<file path="src/rtl/tlp_tx_arbiter.sv">
// Round-robin arbiter sharing one TLP transmit channel between NREQ requesters.
// The winner owns the TLP-out bundle from upstream grant until its last beat is accepted.
module tlp_tx_arbiter #(
    parameter int unsigned NREQ = 3
) (
    input  logic                sys_clk,
    input  logic                sys_reset_n,
    input  logic [NREQ-1:0]     req_to_send,
    output logic [NREQ-1:0]     req_grant,
    input  logic [NREQ*7-1:0]   req_fmt_type,
    input  logic [NREQ*10-1:0]  req_length_in_dw,
    input  logic [NREQ*64-1:0]  req_address,
    input  logic [NREQ*8-1:0]   req_ldwbe_fdwbe,
    input  logic [NREQ*2-1:0]   req_attr,
    input  logic [NREQ*24-1:0]  req_transaction_id,
    input  logic [NREQ*13-1:0]  req_byte_count,
    input  logic [NREQ*7-1:0]   req_lower_address,
    input  logic [NREQ*64-1:0]  req_data,
    input  logic [NREQ-1:0]     req_src_rdy_n,
    output logic [NREQ-1:0]     req_dst_rdy_n,
    output logic                tlp_out_req_to_send,
    input  logic                tlp_out_grant,
    output logic [6:0]          tlp_out_fmt_type,
    output logic [9:0]          tlp_out_length_in_dw,
    output logic [63:0]         tlp_out_address,
    output logic [7:0]          tlp_out_ldwbe_fdwbe,
    output logic [1:0]          tlp_out_attr,
    output logic [23:0]         tlp_out_transaction_id,
    output logic [12:0]         tlp_out_byte_count,
    output logic [6:0]          tlp_out_lower_address,
    output logic [63:0]         tlp_out_data,
    output logic                tlp_out_src_rdy_n,
    input  logic                tlp_out_dst_rdy_n
);
    localparam int unsigned IdxW = (NREQ > 1) ? $clog2(NREQ) : 1;

    typedef enum logic [1:0] {StIdle, StReq, StXfer} state_e;

    state_e          state_q, state_d;
    logic [IdxW-1:0] winner_q, winner_d, last_q;
    logic [9:0]      cnt_q, load_cnt;
    logic            found, sel_payload, beat_ok, last_beat;
    logic [9:0]      sel_len;
    logic [10:0]     sel_dw;
    int unsigned     idx;

    // First requesting index after the previous winner, wrapping around.
    always_comb begin
        found    = 1'b0;
        winner_d = last_q;
        idx      = 0;
        for (int unsigned k = 1; k <= NREQ; k++) begin
            idx = (32'(last_q) + k) % NREQ;
            if (!found && req_to_send[idx]) begin
                found    = 1'b1;
                winner_d = IdxW'(idx);
            end
        end
    end

    // Beat count of the selected packet: ceil(L/2) for payload TLPs, L=0 meaning 1024.
    always_comb begin
        sel_payload = req_fmt_type[32'(winner_d) * 7 + 6];
        sel_len     = req_length_in_dw[32'(winner_d) * 10 +: 10];
        sel_dw      = (sel_len == 10'd0) ? 11'd1024 : {1'b0, sel_len};
        load_cnt    = sel_payload ? 10'((sel_dw + 11'd1) >> 1) : 10'd1;
    end

    assign beat_ok   = (state_q == StXfer) && !tlp_out_src_rdy_n && !tlp_out_dst_rdy_n;
    assign last_beat = beat_ok && (cnt_q == 10'd1);

    always_ff @(posedge sys_clk or negedge sys_reset_n) begin
        if (!sys_reset_n) begin
            state_q <= StIdle;
        end else begin
            state_q <= state_d;
        end
    end

    always_comb begin
        state_d = state_q;
        unique case (state_q)
            StIdle:  if (found) state_d = StReq;
            StReq:   if (tlp_out_grant) state_d = StXfer;
            StXfer:  if (last_beat) state_d = StIdle;
            default: state_d = StIdle;
        endcase
    end

    always_ff @(posedge sys_clk or negedge sys_reset_n) begin
        if (!sys_reset_n) begin
            winner_q <= '0;
            last_q   <= IdxW'(NREQ - 1);
            cnt_q    <= '0;
        end else if (state_q == StIdle && found) begin
            winner_q <= winner_d;
            cnt_q    <= load_cnt;
        end else if (beat_ok) begin
            cnt_q <= cnt_q - 10'd1;
            if (last_beat) last_q <= winner_q;
        end
    end

    always_comb begin
        req_grant              = '0;
        req_dst_rdy_n          = '1;
        tlp_out_req_to_send    = 1'b0;
        tlp_out_src_rdy_n      = 1'b1;
        tlp_out_fmt_type       = '0;
        tlp_out_length_in_dw   = '0;
        tlp_out_address        = '0;
        tlp_out_ldwbe_fdwbe    = '0;
        tlp_out_attr           = '0;
        tlp_out_transaction_id = '0;
        tlp_out_byte_count     = '0;
        tlp_out_lower_address  = '0;
        tlp_out_data           = '0;
        unique case (state_q)
            StReq: tlp_out_req_to_send = 1'b1;
            StXfer: begin
                req_grant[winner_q]     = 1'b1;
                req_dst_rdy_n[winner_q] = tlp_out_dst_rdy_n;
                tlp_out_src_rdy_n       = req_src_rdy_n[winner_q];
                tlp_out_fmt_type        = req_fmt_type[32'(winner_q) * 7 +: 7];
                tlp_out_length_in_dw    = req_length_in_dw[32'(winner_q) * 10 +: 10];
                tlp_out_address         = req_address[32'(winner_q) * 64 +: 64];
                tlp_out_ldwbe_fdwbe     = req_ldwbe_fdwbe[32'(winner_q) * 8 +: 8];
                tlp_out_attr            = req_attr[32'(winner_q) * 2 +: 2];
                tlp_out_transaction_id  = req_transaction_id[32'(winner_q) * 24 +: 24];
                tlp_out_byte_count      = req_byte_count[32'(winner_q) * 13 +: 13];
                tlp_out_lower_address   = req_lower_address[32'(winner_q) * 7 +: 7];
                tlp_out_data            = req_data[32'(winner_q) * 64 +: 64];
            end
            default: ;
        endcase
    end
endmodule
</file>
<file path="config.mk">
export PLATFORM = sky130hd
export DESIGN_NAME = tlp_tx_arbiter
export DESIGN_NICKNAME = d
export VERILOG_FILES = /design/src/rtl/tlp_tx_arbiter.sv
export SDC_FILE = /design/constraint.sdc
export NUM_CORES = 1
export LEC_CHECK = 0
export ABC_AREA = 1
export BUFFER_PORTS_ARGS = -buffer_cell sky130_fd_sc_hd__buf_2
export CORE_AREA = 10 10 312 314
export CTS_BUF_LIST = sky130_fd_sc_hd__clkbuf_8
export DETAILED_ROUTE_END_ITERATION = 8
export DIE_AREA = 0 0 322 324
export PLACE_DENSITY = 0.3
export SLEW_MARGIN = 20
export SYNTH_ARGS = -nofsm -noshare
export SYNTH_HDL_FRONTEND = slang
export SYNTH_SLANG_ARGS = --single-unit
</file>
<file path="constraint.sdc">
create_clock -name sys_clk -period 3.1 [get_ports sys_clk]
set_clock_uncertainty 0.1 [all_clocks]
set_input_delay 0.31 -clock sys_clk [delete_from_list [all_inputs] [get_ports sys_clk]]
set_output_delay 0.31 -clock sys_clk [all_outputs]
set_load 0.02 [all_outputs]
</file>
## Word level (Yosys, flattened, before mapping)

Cells that the tools add are included.

| operators by class | value |
|---|---|
| bitwise gates (word level) | 3 |
| $add $sub $neg | 6 |
| muxes and demuxes | 39 |
| $mul | 6 |
| shift-type cells | 10 |
| reduce and logical (&&, ||, !) cells | 16 |
| eq/ne operators | 6 |
| div/mod/pow operators | 3 |
| magnitude comparators | 6 |

Operators by type and width:

| operator | count |
|---|---|
| $shiftx 192x9->64 | 2 |
| $mux 64 | 2 |
| $lt 32x3->1 const B | 3 |
| $mod 32x2->32 const B | 3 |
| $shiftx 72x8->24 | 1 |
| $shiftx 30x7->10 | 2 |
| $shiftx 21x6->7 | 2 |
| $mux 10 | 4 |
| $shiftx 39x7->13 | 1 |
| $mux 24 | 1 |
| $shiftx 24x6->8 | 1 |
| $mul 2x3->5 const B | 4 |
| $mux 2 | 7 |
| $mux 7 | 2 |
| $mux 13 | 1 |
| $add 11x1->11 const B | 1 |
| $mux 1 | 11 |
| $mux 11 | 1 |
| $eq 10x1->1 const B | 1 |
| $logic_not 10->1 | 1 |
| $sub 10x1->10 const B | 1 |
| $bmux 1 s2 | 4 |
| $mux 8 | 1 |
| $logic_and 1x1->1 | 7 |
| 23 further kinds | 31 |

| storage, ports and cells | value |
|---|---|
| logic and storage cells | 99 |
| output and inout port bits | 207 |
| flip-flop bits (word level) | 16 |

## Longest topological paths before layout

| depth | value |
|---|---|
| word-level depth | 18 |
| mapped depth | 22 |
| gate-level depth less buffers | 21 |

## Least setup slack after synthesis

OpenSTA, ideal clock, no wires.

| path | value |
|---|---|
| path type | reg2reg |
| start point | register last_q[1] |
| end point | register cnt_q[2] |
| arrival time | 2.956 ns |
| library setup time | 0.077 ns |
| data required time | 2.923 ns |
| cell stages (with the launch flop) | 18 |
| setup slack | -0.033 ns |
| cell sequence | dfstp_2 > ha_1 > inv_2 > nand2_1 > nand2_2 > nand2_4 > nand2_2 > clkinv_2 > nand3_2 > nand2_2 > buf_4 > ha_1 > inv_1 > o41ai_1 > nand2_1 > nand2_4 > nand3_1 > a21oi_1 |

| between the ends | value |
|---|---|
| cells in the longest elaborated chain, start to end | 18 |

RTL lines:

| item | RTL line | text |
|---|---|---|
| start: declaration | 40 | `logic [IdxW-1:0] winner_q, winner_d, last_q;` |
| start signal: assignment | 93 | `last_q <= IdxW'(NREQ - 1);` |
| start signal: assignment | 100 | `if (last_beat) last_q <= winner_q;` |
| $add 2x1->3 | 53 | `idx = (32'(last_q) + k) % NREQ;` |
| $mod 32x2->32 | 53 |  |
| $bmux 1 s2 | 54 | `if (!found && req_to_send[idx]) begin` |
| $mux 1 (not written as such) | 54 |  |
| $mux 1 | 54 |  |
| $logic_not 1->1 | 54 |  |
| $logic_and 1x1->1 | 54 |  |
| $mux 1 | 54 |  |
| [... 3 more ...] | - |  |
| via winner_d[0] | 40 |  |
| $mul 2x3->5 | 64 | `sel_len = req_length_in_dw[32'(winner_d) * 10 +: 10];` |
| $shiftx 30x7->10 | 64 |  |
| $logic_not 10->1 | 65 | `sel_dw = (sel_len == 10'd0) ? 11'd1024 : {1'b0, sel_len};` |
| $mux 11 | 65 |  |
| $add 11x1->11 | 66 | `load_cnt = sel_payload ? 10'((sel_dw + 11'd1) >> 1) : 10'd1;` |
| $mux 10 (*) | 66 |  |
| $mux 10 (*) | 95 | `end else if (state_q == StIdle && found) begin` |
| end signal: assignment | 97 | `cnt_q <= load_cnt;` |
| end signal: assignment | 99 | `cnt_q <= cnt_q - 10'd1;` |
| end: declaration | 41 | `logic [9:0] cnt_q, load_cnt;` |

The timed path passes the listed nets; every way through them passes the cells marked *. The select of a mux whose other input is x is not followed.
A chain may end at the register's enable or synchronous reset.

## Final worst setup path

| path | value |
|---|---|
| start point | register last_q[1] |
| end point | register cnt_q[9] |

| between the ends | value |
|---|---|
| cells in the longest elaborated chain, start to end | 18 |

RTL lines:

| item | RTL line |
|---|---|
| $add 2x1->3 | 53 |
| $mod 32x2->32 | 53 |
| $bmux 1 s2 | 54 |
| $mux 1 (not written as such) | 54 |
| $mux 1 | 54 |
| $logic_not 1->1 | 54 |
| $logic_and 1x1->1 | 54 |
| $mux 1 | 54 |
| [... 2 more ...] | - |
| $mux 2 | 54 |
| $mul 2x3->5 | 64 |
| $shiftx 30x7->10 | 64 |
| $logic_not 10->1 | 65 |
| $mux 11 | 65 |
| $add 11x1->11 | 66 |
| $mux 10 | 66 |
| $mux 10 | 95 |

Parallel ways exist; a longest one is shown, timed or not. The select of a mux whose other input is x is not followed.

==> summary.txt <==
Worst setup path
  – Critical path class: reg2reg
  – CP Capture Type: register
  – WP data required: around 3.2 ns
  – Critical path, cell by cell: ha_4 > nand2_1 > nand3_4 > nand2_8 > nand3_1 > nand3_4 > nand2_4 > buf_4 > inv_4 > nand3_1 > nand2_2 > buf_4 > ha_1 > nor3b_2 > nand4_1 > nand2_1 > nand2_1 > a21oi_1
  – Slowest library cell on the worst path: dfstp_2
  – Critical path peak fanout: 8
  – Slowest cell delay on critical path: 0.59 ns
  – CP Launch Type: register
  – Cell family with most CP delay: simple AND/OR/NAND/NOR gates
  – CP dominant cell by count: nand2_1
  – Worst setup path start: last_q[1]
  – Worst r2r path cells: 18
  – Reg2Reg Setup Slack: about 0.18 ns
  – CP Buf/Inv Count: 3
  – Crit path DAT: 3.01 ns
  – Reg2reg start: last_q[1]
  – Worst R2R End: cnt_q[9]

Routing
  – Via Count: about 12000
  – WL per Instance: approximately 23 microns
  – Final wirelength: roughly 77 mm
  – Remaining DRCs: 0
  – Vias per cell: ~3.5
  – Iter 0 DRT Violations: ~830
  – DRT Pass-1 Iters: 5
  – Routed Antenna Nets: 0

Global routing
  – Initial antenna violation count: 28
  – Gr ovfl total: 0
  – Global-route wire length before repair: 101.1 mm
  – Largest net degree at the start of global routing: 100
  – Number of global-route vias before repair: 12400
  – Total GRT Usage: 13.64%

Worst hold path
  – Min-delay src: tlp_out_grant
  – HP Class: in2reg
  – End of the worst hold path: state_q[0]
  – Hold Crit Depth: 2

Yosys
  – Yosys reg bits: 16
  – Cells after Synth: 1345
  – Post-Syn Area: roughly 0.0065 sq mm
  – Syn nets: 1963
  – Yosys warns: 0
  – Sequential cell area fraction in the yosys report: between 6 and 7%
  – Synth async-reset ratio: 100.0%
  – Number of synthesized flops with an enable pin: 0
  – Top_reg_cell synth: dfrtp_1
  – Mean Syn Cell Area: around 4.9 sq um
  – Cell variety after synth: a little over 40

Cells and area
  – Layout cells sized above 1: a little under half
  – Layout Nets: 2781
  – Utilization after layout: 14.10%
  – Area growth, synth to finish: 96.84%

Clock tree
  – H-tree Lvls: 1
  – CTS Root Cell: clkbuf_8
  – Clock transition at path regs: 0.08 ns
  – CTS max path bufs: 2
  – TritonCTS clock tree: yes
  – Clock sinks: 16
  – Clock Latency Late Sink: between 0.2 and 0.3 ns
  – TritonCTS buffer count: 3

STA
  – Fin worst setup slack: 0.1818 ns
  – Final Hold Fails: 0
  – Final setup viols: 0
  – WHS: 0.2058 ns
  – Period minus WS final: 2.918 ns
  – Least-Margin Pin Slew: approximately 0.66 ns
  – Fin crit share: a little over nine tenths
  – Rel. slew slack: ~56%
  – Max-slew violations: 0
  – Setup TNS: 0 ns
  – F_max: 342.7 MHz

Floorplanning
  – Core area: about 0.091 sq mm
  – Num rows: around 110
  – Chip Height: between 300 and 400 microns
  – Die Footprint: 0.1043 sq mm
  – IO Count: between 800 and 900
  – Die span in x: between 300 and 400 microns
  – Starting Density: under 10%

Job
  – Max_cap viols: 0

Power
  – Worst VDD drop: between 400 and 500 uV
  – Leakage power: between 7 and 8 nW
  – Tot Pwr: 0.007822 W
  – Power Dens Cells: between 600 and 700 mW/mm^2

Outcome
  – Status: finished clean

Placement
  – Gpl congestion: ~0.89
  – Post-DP HPWL: ~70 mm
  – Placement Setup Slack: -0.02058 ns
  – Port bufs: slightly above 800
layout make-up:
cell class	count	area, sq um
flip-flops and latches	16	401.6
diodes	6	15.01
repair buffers	890	4806
inverters	179	686.9
clock buffers	4	55.05
well taps	1186	1484
multi-input cells	1073	5398
fillers	11050	78260
state kept, by name, summed over array words and instances (netlist names):
signal,count
winner_q,2
cnt_q,10
state_q,2
last_q,2
power breakdown:
group          switching [W]  internal [W]
Sequential          0.000123      0.000307
Combinational        0.00497       0.00222
Clock              0.0000910      0.000113
Total                0.00518       0.00264
synth_stat cells, drive strengths merged, types with 3 or more instances:
master | n | area, sq um
nand2 | 644 | 2497
nand3 | 202 | 1106
inv | 176 | 663.1
a22oi | 98 | 735.7
clkbuf | 73 | 274.0
nor2 | 44 | 190.2
a21oi | 21 | 105.1
o21ai | 16 | 83.83
dfrtp | 15 | 375.4
ha | 11 | 137.6
o221ai | 9 | 78.83
nand4 | 6 | 37.54
buf | 5 | 41.29
o211ai | 5 | 37.54
nand3b | 4 | 30.03
clkinv | 3 | 13.76
worst max path at each step:
stage,cells after the start,to,slack [ns]
finish,18,cnt_q[9],0.18
global route,18,cnt_q[4],-0.03
CTS,20,cnt_q[7],0.002
detailed placement,19,cnt_q[9],-0.02
global placement,18,cnt_q[7],-0.007
floorplan,17,cnt_q[2],0.07
per-layer routing:
metal,vias up,global-route usage [%],share of wire [%]
met5,-,0,0.065
met4,8,1.286,0.96
met3,44,4.025,8.1
met2,473,22.92,48
met1,5398,17.59,43
li1,5950,-,-
cells in the final DEF, fill, tap and decap left out, drive strengths merged:
cell type    count
a21oi           21
a221oi           1
a22oi           98
buf            889
clkbuf           4
clkinv           2
dfrtp           15
dfstp            1
diode            6
dlygate4sd3      1
ha              11
inv            177
nand2          645
nand3          202
nand3b           4
nand4            6
nor2            44
nor3             1
nor3b            1
o211ai           5
o21ai           16
o21bai           1
o221ai           9
o22ai            1
o31ai            1
o41ai            1
or2              2
or4              1
xor2             2
cell families (layout without fill, tap and decap cells):
family	Yosys count	in the layout	share of synthesized area [%]
xor+xnor	2	2	0.2685
other cells	0	6	0
buf+inv	257	1073	15.20
fa+ha+maj	11	11	2.109
compound gates	154	154	16.60
simple gates	905	906	59.66
flops	16	16	6.154
metrics by stage:
stage,instance area (sq um),cells
6_report,12850,3354
5_1_grt,12840,3351
4_1_cts,12590,3341
3_5_place_dp,12460,3332
3_3_place_gp,12460,3332
2_1_floorplan,6539,1345
worst register-to-register path, delay by kind of cell (launching register included):
kind                       cells  cell delay (ns)
adders and majority gates      2             0.36
AOI/OAI and AO/OA              1             0.13
buffers and inverters          3             0.35
and+or+nand+nor               12             1.32
DFF                            1             0.59
repair_timing:
| action | 4_1_cts | 5_1_grt |
|---|---|---|
| gates cloned | 1 | 0 |
| resized for setup | 9 | 39 |
| endpoints found under the hold margin | 15 | 0 |
| buffers inserted | 3 | 7 |
| setup endpoints to repair | 2 | 10 |
| hold buffers | 1 | 0 |
| pin swaps | 4 | 18 |
(Power assumes the default switching activity.)
